<file path="config.mk">
export PLATFORM = sky130hd
export DESIGN_NAME = mem_arbiter
export DESIGN_NICKNAME = d
export VERILOG_FILES = /design/src/rtl/mem_arbiter.sv
export SDC_FILE = /design/constraint.sdc
export NUM_CORES = 1
export LEC_CHECK = 0
export BUFFER_PORTS_ARGS = -buffer_cell sky130_fd_sc_hd__buf_2
export CORE_AREA = 5 5 355 357
export DETAILED_ROUTE_END_ITERATION = 8
export DIE_AREA = 0 0 360 362
export HOLD_SLACK_MARGIN = 0.15
export PLACE_DENSITY_LB_ADDON = 0.15
export SYNTH_ARGS = -nofsm -noshare
export SYNTH_HDL_FRONTEND = slang
export SYNTH_SLANG_ARGS = --single-unit
export TNS_END_PERCENT = 100
</file>
<file path="constraint.sdc">
create_clock -name clk -period 5.9 [get_ports clk]
set_input_delay 0.59 -clock clk [delete_from_list [all_inputs] [get_ports clk]]
set_output_delay 0.59 -clock clk [all_outputs]
set_load 0.02 [all_outputs]
</file>
<file path="src/rtl/mem_arbiter.sv">
// Round-robin arbiter sharing one main-memory port between icache and dcache.
// Read responses are steered back through an in-order requester-ID FIFO.
module mem_arbiter #(
    parameter int unsigned ADDR_BITS = 28,
    parameter int unsigned DATA_BITS = 128,
    parameter int unsigned ID_DEPTH  = 4
) (
    input  logic                   clk,
    input  logic                   reset,

    input  logic                   ic_req_valid,
    output logic                   ic_req_ready,
    input  logic [ADDR_BITS-1:0]   ic_req_addr,
    input  logic                   ic_req_rw,
    input  logic                   ic_req_data_valid,
    output logic                   ic_req_data_ready,
    input  logic [DATA_BITS-1:0]   ic_req_data_bits,
    input  logic [DATA_BITS/8-1:0] ic_req_data_mask,
    output logic                   ic_resp_valid,
    output logic [DATA_BITS-1:0]   ic_resp_data,

    input  logic                   dc_req_valid,
    output logic                   dc_req_ready,
    input  logic [ADDR_BITS-1:0]   dc_req_addr,
    input  logic                   dc_req_rw,
    input  logic                   dc_req_data_valid,
    output logic                   dc_req_data_ready,
    input  logic [DATA_BITS-1:0]   dc_req_data_bits,
    input  logic [DATA_BITS/8-1:0] dc_req_data_mask,
    output logic                   dc_resp_valid,
    output logic [DATA_BITS-1:0]   dc_resp_data,

    output logic                   mem_req_valid,
    input  logic                   mem_req_ready,
    output logic [ADDR_BITS-1:0]   mem_req_addr,
    output logic                   mem_req_rw,
    output logic                   mem_req_data_valid,
    input  logic                   mem_req_data_ready,
    output logic [DATA_BITS-1:0]   mem_req_data_bits,
    output logic [DATA_BITS/8-1:0] mem_req_data_mask,
    input  logic                   mem_resp_valid,
    input  logic [DATA_BITS-1:0]   mem_resp_data
);

    localparam int unsigned PtrBits = $clog2(ID_DEPTH);
    localparam int unsigned CntBits = PtrBits + 1;
    localparam logic [CntBits-1:0] DepthCnt = CntBits'(ID_DEPTH);

    typedef enum logic {StIdle, StWlock} state_e;

    state_e state_q, state_d;
    logic   last_grant_q, last_grant_d;  // 0 = icache, 1 = dcache
    logic   lock_id_q, lock_id_d;

    logic               id_mem_q [ID_DEPTH];
    logic [PtrBits-1:0] wr_ptr_q, rd_ptr_q;
    logic [CntBits-1:0] count_q;

    logic fifo_full, fifo_empty, push, push_id, pop, head_id;
    logic ic_elig, dc_elig, grant_any, grant_dc;
    logic data_fwd, data_dc, data_fire;

    assign fifo_full  = (count_q == DepthCnt);
    assign fifo_empty = (count_q == '0);
    assign ic_elig    = ic_req_valid & (ic_req_rw | ~fifo_full);
    assign dc_elig    = dc_req_valid & (dc_req_rw | ~fifo_full);

    always_comb begin
        state_d      = state_q;
        last_grant_d = last_grant_q;
        lock_id_d    = lock_id_q;
        push         = 1'b0;
        push_id      = 1'b0;
        grant_any    = 1'b0;
        grant_dc     = 1'b0;
        data_fwd     = 1'b0;
        data_dc      = 1'b0;
        data_fire    = 1'b0;
        mem_req_valid = 1'b0;
        mem_req_addr  = ic_req_addr;
        mem_req_rw    = ic_req_rw;
        ic_req_ready  = 1'b0;
        dc_req_ready  = 1'b0;
        unique case (state_q)
            StIdle: begin
                grant_any = ic_elig | dc_elig;
                grant_dc  = dc_elig & (~ic_elig | ~last_grant_q);
                if (grant_any) begin
                    mem_req_valid = 1'b1;
                    mem_req_addr  = grant_dc ? dc_req_addr : ic_req_addr;
                    mem_req_rw    = grant_dc ? dc_req_rw : ic_req_rw;
                    ic_req_ready  = ~grant_dc & mem_req_ready;
                    dc_req_ready  = grant_dc & mem_req_ready;
                    if (mem_req_rw) begin
                        data_fwd  = 1'b1;
                        data_dc   = grant_dc;
                        data_fire = (grant_dc ? dc_req_data_valid : ic_req_data_valid)
                                    & mem_req_data_ready;
                    end
                    if (mem_req_ready) begin
                        last_grant_d = grant_dc;
                        if (mem_req_rw) begin
                            if (!data_fire) begin
                                state_d   = StWlock;
                                lock_id_d = grant_dc;
                            end
                        end else begin
                            push    = 1'b1;
                            push_id = grant_dc;
                        end
                    end
                end
            end
            StWlock: begin
                data_fwd  = 1'b1;
                data_dc   = lock_id_q;
                data_fire = (lock_id_q ? dc_req_data_valid : ic_req_data_valid)
                            & mem_req_data_ready;
                if (data_fire) state_d = StIdle;
            end
            default: state_d = StIdle;
        endcase
        // Handshake outputs read as idle while reset is held, whatever the inputs.
        if (!reset) begin
            mem_req_valid = 1'b0;
            ic_req_ready  = 1'b0;
            dc_req_ready  = 1'b0;
            data_fwd      = 1'b0;
        end
    end

    always_comb begin
        mem_req_data_valid = 1'b0;
        mem_req_data_bits  = ic_req_data_bits;
        mem_req_data_mask  = ic_req_data_mask;
        ic_req_data_ready  = 1'b0;
        dc_req_data_ready  = 1'b0;
        if (data_fwd) begin
            if (data_dc) begin
                mem_req_data_valid = dc_req_data_valid;
                mem_req_data_bits  = dc_req_data_bits;
                mem_req_data_mask  = dc_req_data_mask;
                dc_req_data_ready  = mem_req_data_ready;
            end else begin
                mem_req_data_valid = ic_req_data_valid;
                ic_req_data_ready  = mem_req_data_ready;
            end
        end
    end

    // Responses with nothing outstanding are silently dropped.
    assign head_id       = id_mem_q[rd_ptr_q];
    assign pop           = reset & mem_resp_valid & ~fifo_empty;
    assign ic_resp_valid = pop & ~head_id;
    assign dc_resp_valid = pop & head_id;
    assign ic_resp_data  = mem_resp_data;
    assign dc_resp_data  = mem_resp_data;

    always_ff @(posedge clk or negedge reset) begin
        if (!reset) begin
            state_q      <= StIdle;
            last_grant_q <= 1'b0;
            lock_id_q    <= 1'b0;
            wr_ptr_q     <= '0;
            rd_ptr_q     <= '0;
            count_q      <= '0;
        end else begin
            state_q      <= state_d;
            last_grant_q <= last_grant_d;
            lock_id_q    <= lock_id_d;
            if (push) wr_ptr_q <= wr_ptr_q + PtrBits'(1);
            if (pop)  rd_ptr_q <= rd_ptr_q + PtrBits'(1);
            if (push && !pop)      count_q <= count_q + CntBits'(1);
            else if (pop && !push) count_q <= count_q - CntBits'(1);
        end
    end

    always_ff @(posedge clk) begin
        if (push) id_mem_q[wr_ptr_q] <= push_id;
    end

endmodule
</file>
==> results_dict.tcl <==
set metrics [dict create \
    path_cells "buf_2 > nor4b_4 > o21bai_1 > o21ai_2 > nand2_8 > buf_12 > mux2_1 > buf_2" \
    ctsResizeCount 0 \
    p_sw_share_pct 49.5 \
    synthFlopType "dfrtp_1" \
    peakVddDrop_v 0.0000713 \
    synth.distinct_cells 41 \
    grt.overflow.total 0 \
    reg2reg_from "last_grant_q" \
    initial_core_util_pct 4.08 \
    crit_start "ic_req_rw" \
    timing.max_cap.violations 0 \
    ys_ff_latch 14 \
    drc 0 \
    yosysTopAreaCell "buf_4" \
    syn_nets 1039 \
    utilization_pct 6.32 \
    placedCellCount 2447 \
    cts_tree "yes" \
    yosysMostFrequentCell "buf_4" \
    fin_hold_ws_ns 0.297 \
    placementRows 129 \
    grt_pass1_wl_um 40500 \
    critPathMaxStageDelay_ns 0.41 \
    place_hpwl_um 28400 \
    clk_latency_ns 0.25 \
    wire_per_inst_um 12.7 \
    wl_um 31100 \
    seq_area_frac_synth_pct 7.40 \
    crit_path_start_kind "input port" \
    htree_levels 1 \
    fin_crit_sh_pct 62.9 \
    cts_made_buffers 3 \
    maxSlewViolCount 0 \
    p_comb_share_pct 74.3 \
    first_pass_iters 5 \
    worst-r2r-setup-slack_ns 3.24 \
    power_frac_seq_pct 15.1 \
    crit_slowest_cell "mux2_1" \
    fin_tns_setup_ns 0 \
    max_freq_ghz 0.269 \
    core_area_um2 123000 \
    syn_to_final_growth_pct 55.1 \
    setup_violations 0 \
    die_width_um 360 \
    vias 4992 \
    synth.cell_area_um2 5000 \
    rsz0062_at_grt "no" \
    hold_viol_final 0 \
    ys_warn_count 0 \
    final_antenna_net_count 0 \
    ctsHoldBuffers 0 \
    cp.arrival_ns 3.12 \
    worst_slew_pin_slew_ns 0.877 \
    io_buffers 535 \
    ff_latch_area_um2 370 \
    grt_start_max_net_pins 78 \
    clock_path_buffers 2 \
    clkPwrFrac_pct 10.6 \
    crit_fanout 77 \
    max_slew_margin_pct 40.6 \
    placed_area_um2 7670 \
    drtIter0Drc 128 \
    cp_common_cell "buf_2" \
    cts_setup_buffers 0 \
    fp.dieH_um 362 \
    syn_inst 550 \
    path_buf_inv 3 \
    cts_root_buf "clkbuf_16" \
    synth_edf_count 4 \
    path_class "in2out" \
    period_needed_ns 3.71 \
    path_delay_family "simple AND/OR/NAND/NOR gates" \
    min_path_type "in2async" \
    grt_usage_pct 4.28 \
    fin_worst_skew_ns 0.000755 \
    final_cells 2452 \
    worstPathRequired_ns 5.31 \
    nNetsFinal 1304 \
    synthTopCellsByCount "buf_4 (257), mux2_2 (104), mux2_1 (69), nand2_1 (11), nor2_1 (11)" \
    synth_area_leaders "buf_4 (39%), mux2_2 (23%), mux2_1 (16%)" \
    ios 920 \
    drive_gt1_share_pct 80.0 \
    antenna_found_initial 14 \
    p_leak_nw 3.29 \
    status "finished clean" \
    end_kind "output pin" \
    p_int_mw 0.627 \
    final_cell_area_um2 7760 \
    dp_slack_ns 2.17 \
    vias_per_cell 2.04 \
    clkTransAtPathRegs_ns 0.05 \
    total_power_mw 1.24 \
    fin_ws_ns 2.19 \
    synth.top_cell.area_share_pct 38.6 \
    clock-sinks 14 \
    syn_avg_cell_area_um2 9.10 \
    dieArea_um2 130000 \
    p_sw_mw 0.614 \
    grt_pass1_vias 5524 \
    multiInputGateArea_um2 2530 \
    fillers 14600 \
    synthArstFlopShare_pct 71.4 \
    power_per_cell_area_nw_per_um2 160 \
    place_congestion 0.848 \
]
-- power groups by stage --
| stage | clock (mW) | sequential [mW] | combinational [mW] |
|---|---|---|---|
| global route | 0.143 | 0.193 | 1.00 |
| CTS | 0.138 | 0.188 | 0.946 |
| global placement | 0 | 0.192 | 0.953 |
| floorplan | 0 | 0.173 | 0.841 |
| finish | 0.131 | 0.187 | 0.922 |
| detailed placement | 0 | 0.188 | 0.944 |
-- final cells by class --
class	count	share of cell area, %
clock buffer	3	0.968
multi-input combinational	253	32.7
inverter	7	0.339
timing repair buffer	536	34.8
clock inverter	1	0.0484
antenna	1	0.0323
tap	1637	26.4
sequential	14	4.77
-- worst register-to-register path, cell delays in order (launching register included) --
cell     delay (ns)
dfrtp_1        0.49
inv_1          0.12
a211o_1        0.32
a21oi_1        0.51
ha_1           0.29
inv_1          0.06
fa_1           0.37
xor2_1         0.17
nor2_1         0.12
xor2_1         0.15
-- logic make-up (layout without fill, tap and decap cells) --
logic type      count (synthesis)  after routing  share of synthesized area, %
other cells                     0              1                             0
simple gates                   43             43                          4.80
mux                           176            176                          39.8
xor+xnor                        6              6                          1.05
compound gates                 22             22                          3.05
fa+ha+maj                       6              6                          1.65
flops                          14             14                          7.40
buf+inv                       283            547                          42.2
-- layer usage --
layer	up-vias	wire length [um]	global-route usage, %
met3	88	5670	3.19
met1	2172	9470	3.95
li1	2131	-	-
met4	8	1210	1.48
met5	-	149	0.617
met2	593	14600	7.27
-- layout by cell type (no fill, tap or decap), types with 2 or more instances in the layout --
| cell type | netlist | routed |
|---|---|---|
| edfxtp_1 | 4 | 4 |
| inv_1 | 7 | 7 |
| o21ai_0 | 7 | 7 |
| xnor2_1 | 3 | 3 |
| nand2b_1 | 2 | 2 |
| nor3_1 | 3 | 3 |
| ha_1 | 5 | 5 |
| dfrtp_1 | 10 | 10 |
| nand2_1 | 11 | 11 |
| nor2_1 | 11 | 11 |
| nor2b_1 | 3 | 3 |
| a21oi_1 | 4 | 4 |
| buf_2 | 9 | 535 |
| mux2_1 | 69 | 69 |
| clkbuf_16 | 0 | 3 |
| nor3b_1 | 2 | 2 |
| mux2_2 | 104 | 104 |
| and2_1 | 4 | 4 |
| xor2_1 | 3 | 3 |
| mux2i_1 | 2 | 2 |
-- state kept, by name, indices dropped and copies added, names as in the netlist --
signal        count
count_q           3
lock_id_q         1
id_mem_q          4
wr_ptr_q          2
state_q           1
last_grant_q      1
rd_ptr_q          2
-- worst paths after layout --
check	endpoint	depth (start not counted)
worst min-delay path	rd_ptr_q[1]	1
worst max register to register	count_q[2]	9
max in group asynchronous	last_grant_q	1
worst max-delay path	mem_req_data_bits[79]	8
min in group clk	rd_ptr_q[1]	1
worst min register to register	rd_ptr_q[1]	1
(Power assumes the default switching activity.)
